--- src/rtl/top_level_keyboard.sv ---
// PS/2 keyboard receiver: synchronizes and filters kclock, deserializes 11-bit frames
// and keeps the last four scan-code bytes. Define PS2_PARITY_CHECK_EN to enforce odd parity.
module top_level_keyboard #(
  parameter int FILTER_LEN     = 4,
  parameter int TIMEOUT_CYCLES = 50000
) (
  input  logic        clock,
  input  logic        reset,
  input  logic        kclock,
  input  logic        kdata,
  output logic [31:0] keycodeout,
  output logic        key_valid,
  output logic        frame_err
);

  localparam int FW = $clog2(FILTER_LEN + 1);
  localparam int TW = $clog2(TIMEOUT_CYCLES + 1);

  typedef enum logic [0:0] {S_IDLE, S_RECV} state_t;

  logic          kclk_meta, kclk_sync, kdat_meta, kdat_sync;
  logic          filt_clk, filt_prev;
  logic [FW-1:0] filt_cnt;
  logic          fall;

  state_t        state, state_nx;
  logic [3:0]    bit_cnt, bit_nx;
  logic [7:0]    data_sr, data_nx;
  logic          par_bit, par_nx;
  logic [TW-1:0] to_cnt, to_nx;
  logic [31:0]   kc_nx;
  logic          kv_nx, fe_nx;
  logic          parity_ok;

  // Synchronizers and glitch filter on the PS/2 clock.
  always_ff @(posedge clock) begin
    if (reset) begin
      kclk_meta <= 1'b1;
      kclk_sync <= 1'b1;
      kdat_meta <= 1'b1;
      kdat_sync <= 1'b1;
      filt_clk  <= 1'b1;
      filt_prev <= 1'b1;
      filt_cnt  <= '0;
    end else begin
      kclk_meta <= kclock;
      kclk_sync <= kclk_meta;
      kdat_meta <= kdata;
      kdat_sync <= kdat_meta;
      filt_prev <= filt_clk;
      if (kclk_sync != filt_clk) begin
        if (filt_cnt == FW'(FILTER_LEN - 1)) begin
          filt_clk <= kclk_sync;
          filt_cnt <= '0;
        end else begin
          filt_cnt <= filt_cnt + 1'b1;
        end
      end else begin
        filt_cnt <= '0;
      end
    end
  end

  assign fall = filt_prev & ~filt_clk;

`ifdef PS2_PARITY_CHECK_EN
  assign parity_ok = ^{data_sr, par_bit};
`else
  // The parity bit is still captured so the frame shape is identical; it never blocks acceptance.
  assign parity_ok = (^{data_sr, par_bit}) | 1'b1;
`endif

  // Frame deserializer: bit_cnt tracks the next bit index (0 = waiting for start).
  always_comb begin
    state_nx = state;
    bit_nx   = bit_cnt;
    data_nx  = data_sr;
    par_nx   = par_bit;
    to_nx    = to_cnt;
    kc_nx    = keycodeout;
    kv_nx    = 1'b0;
    fe_nx    = 1'b0;
    case (state)
      S_IDLE: begin
        to_nx = '0;
        if (fall && !kdat_sync) begin
          state_nx = S_RECV;
          bit_nx   = 4'd1;
        end
      end
      S_RECV: begin
        if (fall) begin
          to_nx  = '0;
          bit_nx = bit_cnt + 4'd1;
          if (bit_cnt <= 4'd8) begin
            data_nx = {kdat_sync, data_sr[7:1]};
          end else if (bit_cnt == 4'd9) begin
            par_nx = kdat_sync;
          end else begin
            state_nx = S_IDLE;
            bit_nx   = 4'd0;
            if (kdat_sync && parity_ok) begin
              kc_nx = {keycodeout[23:0], data_sr};
              kv_nx = 1'b1;
            end else begin
              fe_nx = 1'b1;
            end
          end
        end else if (to_cnt == TW'(TIMEOUT_CYCLES - 1)) begin
          state_nx = S_IDLE;
          bit_nx   = 4'd0;
          to_nx    = '0;
        end else begin
          to_nx = to_cnt + 1'b1;
        end
      end
      default: begin
        state_nx = S_IDLE;
        bit_nx   = 4'd0;
      end
    endcase
  end

  always_ff @(posedge clock) begin
    if (reset) begin
      state      <= S_IDLE;
      bit_cnt    <= 4'd0;
      data_sr    <= 8'h00;
      par_bit    <= 1'b0;
      to_cnt     <= '0;
      keycodeout <= 32'h0000_0000;
      key_valid  <= 1'b0;
      frame_err  <= 1'b0;
    end else begin
      state      <= state_nx;
      bit_cnt    <= bit_nx;
      data_sr    <= data_nx;
      par_bit    <= par_nx;
      to_cnt     <= to_nx;
      keycodeout <= kc_nx;
      key_valid  <= kv_nx;
      frame_err  <= fe_nx;
    end
  end

endmodule

--- config.mk ---
export PLATFORM = sky130hd
export DESIGN_NAME = top_level_keyboard
export DESIGN_NICKNAME = d
export VERILOG_FILES = /design/src/rtl/top_level_keyboard.sv
export SDC_FILE = /design/constraint.sdc
export NUM_CORES = 1
export LEC_CHECK = 0
export ABC_AREA = 1
export CAP_MARGIN = 15
export CORE_MARGIN = 5
export CORE_UTILIZATION = 35
export CTS_BUF_LIST = sky130_fd_sc_hd__clkbuf_8
export DETAILED_ROUTE_END_ITERATION = 16
export SLEW_MARGIN = 5
export SYNTH_ARGS = -nofsm -noshare
export SYNTH_HDL_FRONTEND = slang
export SYNTH_SLANG_ARGS = --single-unit
--- constraint.sdc ---
create_clock -name clock -period 1.7 [get_ports clock]
set_input_delay 0.255 -clock clock [delete_from_list [all_inputs] [get_ports clock]]
set_output_delay 0.255 -clock clock [all_outputs]
set_load 0.02 [all_outputs]
Word level (Yosys, flattened, before mapping). Cells that the tools add are included.

Bits in registers: 72. Bits of input ports: 4. Output and inout port bits: 34. Logic and storage cells: 56.

$add $sub $neg: 3. Order comparisons: 1. Equality and inequality tests: 6. Mux-type cells: 17. Bitwise gates (word level): 7. Reductions and logical operators: 8.

Operator list (count): 16-bit 2-to-1 mux (2); 16-bit one-hot mux with 2 select lines (1); 4-bit 2-to-1 mux (5); 16-bit by 1-bit adder with 16-bit output (second input constant) (1); 16-bit equality test (second input constant) (1); 4-bit one-hot mux with 2 select lines (1); 1-bit 2-to-1 mux (7); 1-bit NOT (6); 5-bit AND reduction (1); 5-bit OR reduction (1); 4-bit by 1-bit adder with 4-bit output (second input constant) (1); 4-bit equality test (second input constant) (1); 4-bit less-or-equal comparator (second input constant) (1); 2-bit AND reduction (2); 3-bit by 1-bit adder with 3-bit output (second input constant) (1); 3-bit by 2-bit equality test with 1-bit output (second input constant) (1); 3-bit by 2-bit != test with 1-bit output (second input constant) (1); 3-bit AND reduction (1); 3-bit OR reduction (1); 2-bit != test (second input constant) (1); 1-bit one-hot mux with 2 select lines (1); 1-bit AND (1); 1-bit logical AND (1); 1-bit zero test (1); 1-bit != test (1).

Longest topological paths before layout.
Depth after elaboration: 5. Mapped depth: 10.

Least setup slack after synthesis. No wires, ideal clock.

Path type: register to register. Start: reg bit_cnt[0]. End: reg keycodeout[1]. Setup time: 0.116 ns. Arrival: 1.417 ns. Required time: 1.584 ns. Path slack: 0.167 ns. Stages on the path, launching flop included: 10. Period minus slack after synthesis: 1.533 ns. Cells stage by stage: dfxtp_1 inv_1 ha_1 a21oi_4 nand2_4 nor2_8 inv_4 buf_6 nor2_1 nor2_1.

Longest elaborated chain between the ends: 3.

Ends and longest elaborated chain: from (decl) (RTL line 27) `logic [3:0] bit_cnt, bit_nx;`; from (signal assigned) (RTL line 136) `bit_cnt <= bit_nx;`; 4-bit less-or-equal comparator or 4-bit equality test (tied branches) (RTL line 95, 97); 1-bit NOT (no line); 5-bit AND reduction (no line) (*); to (signal assigned) (RTL line 140) `keycodeout <= kc_nx;`; to (decl) (RTL line 11) `output logic [31:0] keycodeout,`.

Every way passes the cells marked *; elsewhere a longest branch is shown, timed or not. A chain may end at the register's enable or synchronous reset.

Worst setup path after layout.
Start: reg keycodeout[6]. End: out keycodeout[6].

No word-level cell between the ends.

==> impl_metrics.tcl <==
set metrics [dict create \
    finalHoldViolCount 0 \
    cap_viol_max_count 0 \
    synth_edf_count 0 \
    status "complete, no violations" \
    die_w_um 101 \
    p_total_mw 3.23 \
    pwr-share-clk_pct 46.4 \
    ir_drop_mv 0.530 \
    critPathMaxStageDelay_ns 0.63 \
    via_count 2368 \
    cts_root_buf "clkbuf_8" \
    cpMaxStageDelayCell "clkdlybuf4s50_1" \
    crit_start "keycodeout[6]" \
    ys.flop_type "dfxtp_1" \
    via_per_inst 4.60 \
    post-route-util_pct 44.2 \
    wl_um 6100 \
    synth_warnings 0 \
    path_buf_inv 1 \
    switching_share_pct 20.5 \
    seq_area_frac_synth_pct 50.2 \
    coreArea_um2 8090 \
    drt_iter0_drc 173 \
    holdBufCountCts 0 \
    worstHoldPathCells 1 \
    synth_top_area_share_pct 50.2 \
    end_kind "primary output" \
    dp_hpwl_um 4040 \
    seq_power_share_pct 52.4 \
    synth_top_area_cell "dfxtp_1" \
    power.density_nw_per_um2 902 \
    grt_usage_pct 13.2 \
    r2r_slack_ns 0.12 \
    crit_family "buffers and inverters" \
    gp_congestion 0.795 \
    ff2ff_path_depth 8 \
    ys_seq_elements 72 \
    worstHoldEndpoint "kdat_sync" \
    synthesis.nets 371 \
    dieArea_um2 10100 \
    grt_pass1_vias 2348 \
    worst_pin_slew_ns 0.440 \
    worstPathRequired_ns 1.44 \
    synthArstFlopShare_pct 0 \
    std_cell_rows 33 \
    reg2reg_from "bit_cnt[0]" \
    area_delta_synth_final_pct 24.6 \
    finish.net_count 415 \
    clock_latency_ns 0.34 \
    cts_inserted_buffers 9 \
    wl_per_cell_um 11.9 \
    hold_start "kdat_meta" \
    grt_max_degree 33 \
    syn-cell-area_um2 2870 \
    path_clk_slew_ns 0.07 \
    cp.arrival_ns 1.36 \
    grt_pass1_wl_um 10800 \
    netlist_top_cells_count "98 x nor2_1, 72 x dfxtp_1, 40 x o21ai_0" \
    switchingPower_uw 663 \
    overflow 0 \
    cp-start-kind "register" \
    yosysMostFrequentCell "nor2_1" \
    cp.depth 1 \
    rsz0062_at_grt "yes" \
    crit_fanout 3 \
    relSlewSlack_pct 70.4 \
    setup_violations 0 \
    ant_nets 0 \
    io_pins 38 \
    diodes 0 \
    cts_tree "built" \
    final.period_utilization_pct 95.2 \
    avgSynthCellArea_um2 7.95 \
    p_leak_nw 1.48 \
    antenna_found_initial 0 \
    die_height_um 101 \
    ys_types 31 \
    cts.path.max_buffers 2 \
    fin_crit_ns 1.62 \
    skew_ns 0.0100 \
    comb_power_share_pct 1.2 \
    path_cells "clkdlybuf4s50_1" \
    drtPass1Iterations 4 \
    cts_max_level 3 \
    port_buffers 37 \
    slew_viol_final 0 \
    syn-instance-count 361 \
    start_util_pct 35.5 \
    r2r-end "keycodeout[7]" \
    crit_type "reg2out" \
    whs_ns 0.409 \
    hold_class "reg2reg" \
    synthTopCellsByArea "dfxtp_1 50%, nor2_1 13%, o21ai_0 7.0%" \
    tns_ns 0 \
    internal-power_mw 2.57 \
    timing.fmax_mhz 618 \
    drive_above_1_share_pct 12.7 \
    drc 0 \
    cts_sinks 72 \
]
layout by cell type (no fill, tap or decap), drive strengths merged, types with 4 or more instances in the layout:
master | synthesis | routed
nor2 | 107 | 107
dfxtp | 72 | 72
o21ai | 44 | 44
nand2 | 40 | 40
clkdlybuf4s50 | 0 | 37
inv | 25 | 25
a21oi | 18 | 18
nand3 | 11 | 11
clkbuf | 4 | 10
or2 | 10 | 10
buf | 8 | 8
ha | 6 | 6
nand4 | 5 | 5
xor2 | 4 | 4
nor3 | 4 | 4
state kept, by name (all words and copies together), names as in the netlist, 3 cells and up:
signal	count
keycodeout	32
to_cnt	16
data_sr	8
bit_cnt	4
filt_cnt	3
metal layers:
metal / vias up / wire length (um) / share of wire, % / track usage, %
li1: 1245 / - / - / -
met1: 1063 / 3050 / 50 / 17.1
met2: 53 / 2700 / 44 / 20.4
met3: 7 / 293 / 4.8 / 4.78
met4: 0 / 60 / 0.98 / 4.46
met5: - / 0 / 0 / 0
through the flow:
step	worst slack [ns]	area [um^2]	instances
after global placement	0.0730	3340	498
after detailed placement	-0.00842	3340	498
after CTS	0.0371	3570	515
after global routing	-0.00429	3580	515
final	0.0811	3580	515
after floorplan	0.167	2870	361
kinds of logic (layout without fill, tap and decap cells):
family	Yosys count	after routing	share of synthesized area (%)
simple gates	178	178	27.5
flops	72	72	50.2
compound gates	63	63	11.4
xor+xnor	5	5	1.53
fa+ha+maj	6	6	2.62
buf+inv	37	86	6.67
what timing repair did:
item / 4_1_cts / 5_1_grt
pin swaps: 1 / 2
gates resized for setup: 1 / 2
setup endpoints to repair: 4 / 32
setup buffers: 1 / 0
layout make-up:
cell class	instances	area [um^2]
Timing Repair Buffer	45	447
Sequential cell	72	1440
Clock buffer	10	138
Multi-Input combinational cell	252	1240
Fill cell	809	4520
Clock inverter	6	82.6
Tap cell	105	131
Inverter	25	98.8
power by group through the flow:
stage               Combinational [mW]  Clock (mW)  Sequential [mW]
global placement                0.0376           0             1.73
detailed placement              0.0378           0             1.73
finish                          0.0378        1.50             1.69
floorplan                       0.0210           0             1.73
CTS                             0.0378        1.54             1.69
global route                    0.0411        1.61             1.69
how the worst max path moves through the flow:
stage | to | slack, ns
after floorplan | keycodeout[1] | 0.17
after global placement | keycodeout[26] | 0.07
after detailed placement | keycodeout[1] | -0.008
after CTS | keycodeout[7] | 0.04
after global routing | keycodeout[12] | -0.004
final | keycodeout[6] | 0.08
Power figures use the tool's default switching activity.
